**src/rtl/dcache_st_buffer_drain_ctrl.sv**
```systemverilog
// Store-buffer drain controller: arbitrates the single dcache request port
// between load pass-through and store drains (one store outstanding at a time).
module dcache_st_buffer_drain_ctrl #(
   parameter int unsigned ADDR_W            = 32,
   parameter int unsigned DATA_W            = 128,
   parameter int unsigned LINE_OFF_W        = 4,
   parameter int unsigned IDLE_DRAIN_CYCLES = 2,
   parameter int unsigned MAX_LD_STREAK     = 8
) (
   input  logic                i_clk,
   input  logic                i_rst_n,
   input  logic                i_sb_empty,
   input  logic                i_sb_full,
   input  logic [ADDR_W-1:0]   i_sb_head_addr,
   input  logic [DATA_W-1:0]   i_sb_head_data,
   input  logic [DATA_W/8-1:0] i_sb_head_be,
   output logic                o_sb_pop,
   input  logic                i_ld_req_valid,
   input  logic [ADDR_W-1:0]   i_ld_req_addr,
   output logic                o_ld_req_ready,
   output logic                o_dc_req_valid,
   output logic                o_dc_req_store,
   output logic [ADDR_W-1:0]   o_dc_req_addr,
   output logic [DATA_W-1:0]   o_dc_req_data,
   output logic [DATA_W/8-1:0] o_dc_req_be,
   input  logic                i_dc_req_ready,
   input  logic                i_dc_st_ack,
   input  logic                i_flush_req,
   output logic                o_flush_done,
   output logic                o_drain_busy
);

   localparam int unsigned BE_W   = DATA_W / 8;
   localparam int unsigned IDLE_W = (IDLE_DRAIN_CYCLES > 0) ? $clog2(IDLE_DRAIN_CYCLES + 1) : 1;
   localparam int unsigned STRK_W = $clog2(MAX_LD_STREAK + 1);
   localparam logic [IDLE_W-1:0] IDLE_MAX = IDLE_W'(IDLE_DRAIN_CYCLES);
   localparam logic [STRK_W-1:0] STRK_MAX = STRK_W'(MAX_LD_STREAK);

   typedef enum logic [1:0] {
      ST_IDLE     = 2'd0,
      ST_ISSUE    = 2'd1,
      ST_WAIT_ACK = 2'd2
   } state_t;

   state_t              r_state;
   state_t              w_state_nxt;
   logic [ADDR_W-1:0]   r_hold_addr;
   logic [DATA_W-1:0]   r_hold_data;
   logic [BE_W-1:0]     r_hold_be;
   logic [IDLE_W-1:0]   r_idle_cnt;
   logic [STRK_W-1:0]   r_ld_streak;
   logic                r_flush_active;
   logic                r_flush_done;

   logic                w_flush_eff;
   logic                w_force;
   logic                w_opp;
   logic                w_line_hit;
   logic                w_flush_fin;
   logic                w_pop;
   logic                w_ld_ready;
   logic                w_dc_valid;
   logic                w_dc_store;
   logic [ADDR_W-1:0]   w_dc_addr;
   logic [DATA_W-1:0]   w_dc_data;
   logic [BE_W-1:0]     w_dc_be;

   // A flush request acts in the cycle it arrives; a repeat while active is a no-op.
   assign w_flush_eff = r_flush_active | i_flush_req;
   assign w_force     = i_sb_full | w_flush_eff | (r_ld_streak == STRK_MAX);
   assign w_opp       = ~i_ld_req_valid & (r_idle_cnt >= IDLE_MAX);
   assign w_line_hit  = (i_ld_req_addr[ADDR_W-1:LINE_OFF_W] == r_hold_addr[ADDR_W-1:LINE_OFF_W]);
   assign w_flush_fin = w_flush_eff & i_sb_empty & (r_state == ST_IDLE);

   // Next-state and port muxing; loads only reach the cache when no drain claims it.
   always_comb begin
      w_state_nxt = r_state;
      w_pop       = 1'b0;
      w_ld_ready  = 1'b0;
      w_dc_valid  = 1'b0;
      w_dc_store  = 1'b0;
      w_dc_addr   = '0;
      w_dc_data   = '0;
      w_dc_be     = '0;
      case (r_state)
         ST_IDLE: begin
            if (~i_sb_empty & (w_force | w_opp)) begin
               w_pop       = 1'b1;
               w_state_nxt = ST_ISSUE;
            end else begin
               w_dc_valid = i_ld_req_valid;
               w_dc_addr  = i_ld_req_addr;
               w_ld_ready = i_ld_req_valid & i_dc_req_ready;
            end
         end
         ST_ISSUE: begin
            w_dc_valid = 1'b1;
            w_dc_store = 1'b1;
            w_dc_addr  = r_hold_addr;
            w_dc_data  = r_hold_data;
            w_dc_be    = r_hold_be;
            if (i_dc_req_ready) begin
               w_state_nxt = ST_WAIT_ACK;
            end
         end
         ST_WAIT_ACK: begin
            if (i_dc_st_ack) begin
               w_state_nxt = ST_IDLE;
            end else if (~w_line_hit) begin
               w_dc_valid = i_ld_req_valid;
               w_dc_addr  = i_ld_req_addr;
               w_ld_ready = i_ld_req_valid & i_dc_req_ready;
            end
         end
         default: begin
            w_state_nxt = ST_IDLE;
         end
      endcase
   end

   // State register.
   always_ff @(posedge i_clk or negedge i_rst_n) begin
      if (!i_rst_n) r_state <= ST_IDLE;
      else          r_state <= w_state_nxt;
   end

   // Holding register for the store in flight, loaded on pop.
   always_ff @(posedge i_clk or negedge i_rst_n) begin
      if (!i_rst_n) begin
         r_hold_addr <= '0;
         r_hold_data <= '0;
         r_hold_be   <= '0;
      end else if (w_pop) begin
         r_hold_addr <= i_sb_head_addr;
         r_hold_data <= i_sb_head_data;
         r_hold_be   <= i_sb_head_be;
      end
   end

   // Load-free IDLE cycle counter for opportunistic drains.
   always_ff @(posedge i_clk or negedge i_rst_n) begin
      if (!i_rst_n) begin
         r_idle_cnt <= '0;
      end else if ((r_state != ST_IDLE) || (w_state_nxt != ST_IDLE) || i_ld_req_valid) begin
         r_idle_cnt <= '0;
      end else if (r_idle_cnt < IDLE_MAX) begin
         r_idle_cnt <= r_idle_cnt + IDLE_W'(1);
      end
   end

   // Consecutive load grants while stores wait; saturates to force a drain.
   always_ff @(posedge i_clk or negedge i_rst_n) begin
      if (!i_rst_n) begin
         r_ld_streak <= '0;
      end else if (w_pop || i_sb_empty) begin
         r_ld_streak <= '0;
      end else if (w_ld_ready && (r_ld_streak != STRK_MAX)) begin
         r_ld_streak <= r_ld_streak + STRK_W'(1);
      end
   end

   // Flush tracking; completion pulses the cycle after the buffer is seen empty in IDLE.
   always_ff @(posedge i_clk or negedge i_rst_n) begin
      if (!i_rst_n) begin
         r_flush_active <= 1'b0;
         r_flush_done   <= 1'b0;
      end else begin
         r_flush_active <= w_flush_eff & ~w_flush_fin;
         r_flush_done   <= w_flush_fin;
      end
   end

   // Hold every output low while reset is asserted, including the load pass-through.
   assign o_sb_pop       = i_rst_n & w_pop;
   assign o_ld_req_ready = i_rst_n & w_ld_ready;
   assign o_dc_req_valid = i_rst_n & w_dc_valid;
   assign o_dc_req_store = i_rst_n & w_dc_store;
   assign o_dc_req_addr  = i_rst_n ? w_dc_addr : '0;
   assign o_dc_req_data  = i_rst_n ? w_dc_data : '0;
   assign o_dc_req_be    = i_rst_n ? w_dc_be   : '0;
   assign o_flush_done   = r_flush_done;
   assign o_drain_busy   = (r_state != ST_IDLE);

endmodule

```
**config.mk**
```make
export PLATFORM = sky130hd
export DESIGN_NAME = dcache_st_buffer_drain_ctrl
export DESIGN_NICKNAME = d
export VERILOG_FILES = /design/src/rtl/dcache_st_buffer_drain_ctrl.sv
export SDC_FILE = /design/constraint.sdc
export NUM_CORES = 1
export LEC_CHECK = 0
export ABC_CLOCK_PERIOD_IN_PS = 2600
export CAP_MARGIN = 40
export CORE_AREA = 2 2 153 155
export DETAILED_ROUTE_END_ITERATION = 12
export DIE_AREA = 0 0 155 157
export GPL_TIMING_DRIVEN = 0
export HOLD_SLACK_MARGIN = 0.02
export MAX_ROUTING_LAYER = met4
export PLACE_DENSITY_LB_ADDON = 0.25
export SLEW_MARGIN = 20
export SYNTH_ARGS = -nofsm -noshare
export SYNTH_HDL_FRONTEND = slang
export SYNTH_SLANG_ARGS = --single-unit
export TNS_END_PERCENT = 100
```
**constraint.sdc**
```tcl
create_clock -name i_clk -period 2.6 [get_ports i_clk]
set_input_delay 0.26 -clock i_clk [delete_from_list [all_inputs] [get_ports i_clk]]
set_output_delay 0.26 -clock i_clk [all_outputs]
set_load 0.005 [all_outputs]
```
; Word-level counts from Yosys, hierarchy flattened
; Cells that the tools add are included.
[totals]
regBits = 186
input_bits = 216
output_inout_bits = 182
word_cells = 71
[op_classes]
n_addsub = 2
magnitude_cmp = 2
n_eq_ne = 5
muxes = 28
bitwise = 17
reduce_logical = 9
[op_table]
columns = cell, n
row1 = $mux 128, 2
row2 = $mux 32, 4
row3 = $pmux 32 s3, 1
row4 = $mux 16, 2
row5 = $eq 28x28->1, 1
row6 = $and 1x1->1, 10
row7 = $mux 2, 5
row8 = $mux 1, 9
row9 = $mux 4, 2
row10 = $reduce_bool 2->1, 4
row11 = $pmux 2 s3, 1
row12 = $add 4x1->4 const B, 1
row13 = $eq 4x4->1 const B, 1
row14 = $ne 4x4->1 const B, 1
row15 = $or 1x1->1, 4
row16 = $logic_or 1x1->1, 3
row17 = $not 1->1, 3
row18 = $pmux 1 s3, 1
row19 = $add 2x1->2 const B, 1
row20 = $eq 2x1->1 const B, 1
row21 = $eq 2x2->1 const B, 1
row22 = $ge 2x2->1 const B, 1
row23 = $logic_not 2->1, 1
row24 = $lt 2x2->1 const B, 1
row25 = 2 further kinds, 2

; Logic depth before layout (Yosys ltp)
[depth]
ltp_word = 11
mapped_depth = 11
ltp_nobuf = 9

; Least setup slack after synthesis
; OpenSTA, ideal clock, no wires.
[synth_path]
kind = reg-to-reg
start = register r_ld_streak[0]
end = register r_hold_data[48]
arrival_ps = 1961
t_required_ps = 2475
path_slack_ps = 514
stages_incl_launch_ff = 10
n_path_buf = 3
synth_period_minus_slack_ps = 2086
cell_sequence = dfrtp_1 -> inv_1 -> ha_1 -> nand3b_1 -> a31oi_1 -> and2_1 -> buf_2 -> buf_2 -> buf_4 -> mux2_2
[synth_via]
elab_chain_cells = 6
[synth_rtl]
columns = element, line_no
row1 = start: declaration, 51  ; logic [STRK_W-1:0] r_ld_streak;
row2 = start signal: assignment, 158  ; r_ld_streak <= r_ld_streak + STRK_W'(1);
row3 = $eq 4x4->1, 70  ; assign w_force = i_sb_full | w_flush_eff | (r_ld_streak == STRK_MAX);
row4 = $or 1x1->1, 70
row5 = $or 1x1->1, 87  ; if (~i_sb_empty & (w_force | w_opp)) begin
row6 = $and 1x1->1, 87
row7 = $mux 1, 87
row8 = $mux 1, 85  ; case (r_state)
row9 = end signal: assignment, 135  ; r_hold_data <= i_sb_head_data;
row10 = end: declaration, 48  ; logic [DATA_W-1:0] r_hold_data;
; Every way passes these cells.
; A chain may end at the register's enable or synchronous reset.

; Final worst setup path
[layout_path]
start = register r_hold_addr[14]
end = output o_dc_req_addr[25]
[layout_via]
elab_chain_cells = 5
[layout_rtl]
columns = element, line_no
row1 = start: declaration, 47  ; logic [ADDR_W-1:0] r_hold_addr;
row2 = start signal: assignment, 134  ; r_hold_addr <= i_sb_head_addr;
row3 = $eq 28x28->1, 72  ; assign w_line_hit = (i_ld_req_addr[ADDR_W-1:LINE_OFF_W] == r_hold_addr[ADDR_W-1:LINE_OFF_W]);
row4 = $mux 32, 109  ; end else if (~w_line_hit) begin
row5 = $mux 32, 107  ; if (i_dc_st_ack) begin
row6 = $pmux 32 s3, 85
row7 = $mux 32, 178  ; assign o_dc_req_addr = i_rst_n ? w_dc_addr : '0;
row8 = end: declaration, 23  ; output logic [ADDR_W-1:0] o_dc_req_addr,
; Every way passes these cells.

==> impl_results.md <==
* Result of the run: finished with violations
* Violated checks: negative setup slack
* Clock tree from TritonCTS: built
* Chip Width at 155 um
* Measured slew at the worst slew-check pin at 0.474 ns
* Chip height at 157 um
* Routed length per instance at 20.5 um
* Min-Delay Endpoint: r_hold_data[101]
* Average size of a mapped cell at 12.1 um2
* Source of the worst hold timing path: i_sb_head_data[101]
* Data arrival time at the worst-slack endpoint at 2.64 ns
* Global-route wire length before repair at 44800 um
* Synthesized netlist cell count at 727
* WP data required at 2.34 ns
* Post-synthesis instance area at 8830 um2
* Startpoint type of the worst setup path: register
* Clock input transition at the sequential cells of the worst setup and hold paths at 0.08 ns
* Number of DRC markers in iteration 0 at 280
* Final count of hold timing violations at 0
* Number of stages on the worst hold path at 2
* Depth of the worst register-to-register path at 10
* Max-cap viol count at 0
* Via count of the first global-routing pass at 7903
* Placement row count at 55
* H-tree depth reported by CTS at 4
* Area of the core at 22500 um2
* Post-route worst setup slack at -0.295 ns
* Sort of element at the end of the critical path: output port
* Source-to-sink clock delay at the later pin of the worst-skew pair at 0.43 ns
* Total clock buffers created by CTS at 17
* Kind of critical path: register to output port
* DRT Wirelength at 30200 um
* Detailed Place HPWL at 21500 um
* Clock sinks at 186
* Total nets after synthesis at 946
* Relative area change from synthesis to final layout at 63.3%
* Tcrit/Tclk final at 1.11
* Maximum clock insertion buffer count at 2
* DRT Pass-1 Iters at 4
* Synthesized flop and latch total at 186
* RSZ-0062 raised after global routing: true
* Clock skew at 0.0166 ns
* Ports placed on the boundary at 398
* Number of input and output port buffers inserted at 397
* Hold Path Class: primary input to register
* Fin crit period at 2.90 ns
* GR Util All Layers at 0.248
* Initial core utilization at 0.392
* Endpoint of the worst-slack reg-to-reg timing path: r_hold_data[69]
* Die ar. at 24300 um2
* Total number of vias at 7595
* Detail-routed via count per cell at 5.16
* # fillers at 1741
* Number of DRC violations after detailed routing at 0
* Fraction of final layout cells with drive strength greater than 1 at 0.300
* Critical R2R Launch: r_ld_streak[0]
* Worst-case headroom to the max-slew limit at 0.676
* Setup tns final at -10.89 ns
* Synthesis Warnings at 0
* Setup slack, reg-to-reg at 0.14 ns
* Final weighted congestion in routability-driven placement at 0.830
* Maximum number of pins on one net before global-route repair at 72
* Reg area at 4650 um2
* Number of distinct library cells after synthesis at 31
* Master cell of the clock root buffer: clkbuf_16
* Area used by multi-input combinational logic at 4050 um2
* Share of the yosys chip area belonging to registers at 0.527
* Post-Route Hold Slack at 0.431 ns
* Total leakage power at 6.75 nW
* Setup-violating endpoint count in the final report at 57
* Number of antenna violations at the first check in global routing at 2
* Overflow left after global routing at 0
* Post-Layout Cell Count at 1472
* Number of nets at the end of the flow at 1392
* Routed Antenna Nets at 0
* Post-Place Cells at 1411
* Worst voltage drop across the vdd grid at 0.000480 V
* Max Clock Freq at 345 MHz
* Final Slew Violations at 0
* Max FO, Critical Path at 4
* Power per cell area at 1000 nW/um2
## worst max-delay path by stage
stage | from | end | cells past startpoint
finish | r_hold_addr[14] | o_dc_req_addr[25] | 11
global placement | i_rst_n | o_dc_req_addr[29] | 5
detailed placement | i_ld_req_addr[5] | o_dc_req_addr[6] | 10
global route | r_hold_addr[5] | o_dc_req_addr[25] | 11
floorplan | r_ld_streak[0] | r_hold_data[48] | 9
CTS | r_hold_addr[17] | o_dc_req_addr[25] | 11
## routing by layer
layer | vias to the layer above | track usage | wire [um]
met5 | - | - | 0
met4 | 0 | 0.0838 | 775
met3 | 46 | 0.0757 | 2290
met2 | 282 | 0.415 | 15100
met1 | 3781 | 0.285 | 11900
li1 | 3486 | - | -
## registers in the layout, indices dropped and copies added, names as in the netlist
name,cells
r_hold_addr,32
r_flush_active,1
r_hold_be,16
r_idle_cnt,2
r_state,2
r_ld_streak,4
r_hold_data,128
o_flush_done,1
## cells in the mapped netlist, drive strengths merged
| library cell | instances | area share |
|---|---|---|
| nand3b | 1 | 0.00085 |
| and2 | 3 | 0.0021 |
| nand4 | 5 | 0.0035 |
| a22oi | 32 | 0.027 |
| xnor2 | 12 | 0.012 |
| xor2 | 17 | 0.017 |
| or2 | 1 | 0.00071 |
| a41o | 1 | 0.0011 |
| clkbuf | 41 | 0.017 |
| o21bai | 1 | 0.00085 |
| a311oi | 1 | 0.0017 |
| nand3 | 2 | 0.0011 |
| a21oi | 4 | 0.0023 |
| ha | 3 | 0.0043 |
| a31oi | 1 | 0.00071 |
| nor3 | 3 | 0.0017 |
| nor4 | 6 | 0.0043 |
| mux2 | 176 | 0.22 |
| inv | 9 | 0.0038 |
| a21o | 3 | 0.0026 |
| dfrtp | 186 | 0.53 |
| a2111oi | 1 | 0.00099 |
| a311o | 1 | 0.0011 |
| nor2 | 39 | 0.017 |
| o22ai | 1 | 0.00071 |
| nand2 | 9 | 0.0038 |
| buf | 22 | 0.017 |
| and3 | 146 | 0.10 |
## per-stage QoR
step | power [mW] | setup slack, ns | util | instance area (um2)
after CTS | 14.3 | -0.357 | 0.631 | 14200
after global routing | 15.3 | -0.429 | 0.641 | 14400
after floorplan | 8.39 | 0.514 | - | 8830
final | 14.5 | -0.295 | 0.641 | 14400
after detailed placement | 11.2 | -0.931 | 0.587 | 13200
after global placement | 11.0 | -8.11 | 0.585 | 13200
## final cells by class
cell class              count  share of cell area
plain buffers              62              0.0320
repair buffers            428               0.297
flip-flops and latches    186               0.323
diodes                      2            0.000347
clock inverters            13             0.00903
multi-input cells         469               0.281
well taps                 285              0.0247
clock buffers              18              0.0305
inverters                   9             0.00234
## cell families (layout without fill, tap and decap cells)
| kind of cell | Yosys count | after routing | share of synthesized area |
|---|---|---|---|
| simple gates | 215 | 215 | 0.138 |
| flops | 186 | 186 | 0.527 |
| mux | 176 | 176 | 0.224 |
| buf+inv | 72 | 530 | 0.0380 |
| compound gates | 46 | 46 | 0.0393 |
| xor+xnor | 29 | 29 | 0.0288 |
| fa+ha+maj | 3 | 3 | 0.00425 |
| other cells | 0 | 2 | 0 |
## critical path: stages, from the launching register on
cell	delay, ns
dfrtp_1	0.40
xor2_1	0.15
nor4_1	0.32
nand4_1	0.21
nor4_4	0.22
o22ai_2	0.18
clkbuf_8	0.18
buf_6	0.12
buf_6	0.11
a22oi_2	0.11
nor2_1	0.05
buf_2	0.15
## cells in the final DEF (no fill, tap or decap), types with 9 or more instances in the layout
master,count
dlymetal6s2s_1,19
clkdlybuf4s50_1,342
buf_6,9
buf_4,28
dfrtp_1,186
buf_2,39
clkbuf_4,11
and3_1,145
a22oi_2,26
clkbuf_1,17
clkbuf_16,21
nor2_1,38
xnor2_1,12
mux2_2,176
xor2_1,17
## timing repair
| item | in CTS | in global routing |
|---|---|---|
| hold endpoints to repair | 49 | 100 |
| setup endpoints to repair | 280 | 306 |
| hold buffers | 6 | 1 |
| cloned | 3 | 2 |
| resized for setup | 221 | 63 |
| pin swaps | 13 | 7 |
| buffers inserted | 9 | 9 |
## report_power, final
group	leakage, nW	internal [mW]	switching, mW
clock network	0.278	1.30	1.27
logic	4.28	4.04	2.72
registers	2.19	4.34	0.803
Note: power is estimated with default switching activity, not from simulation.
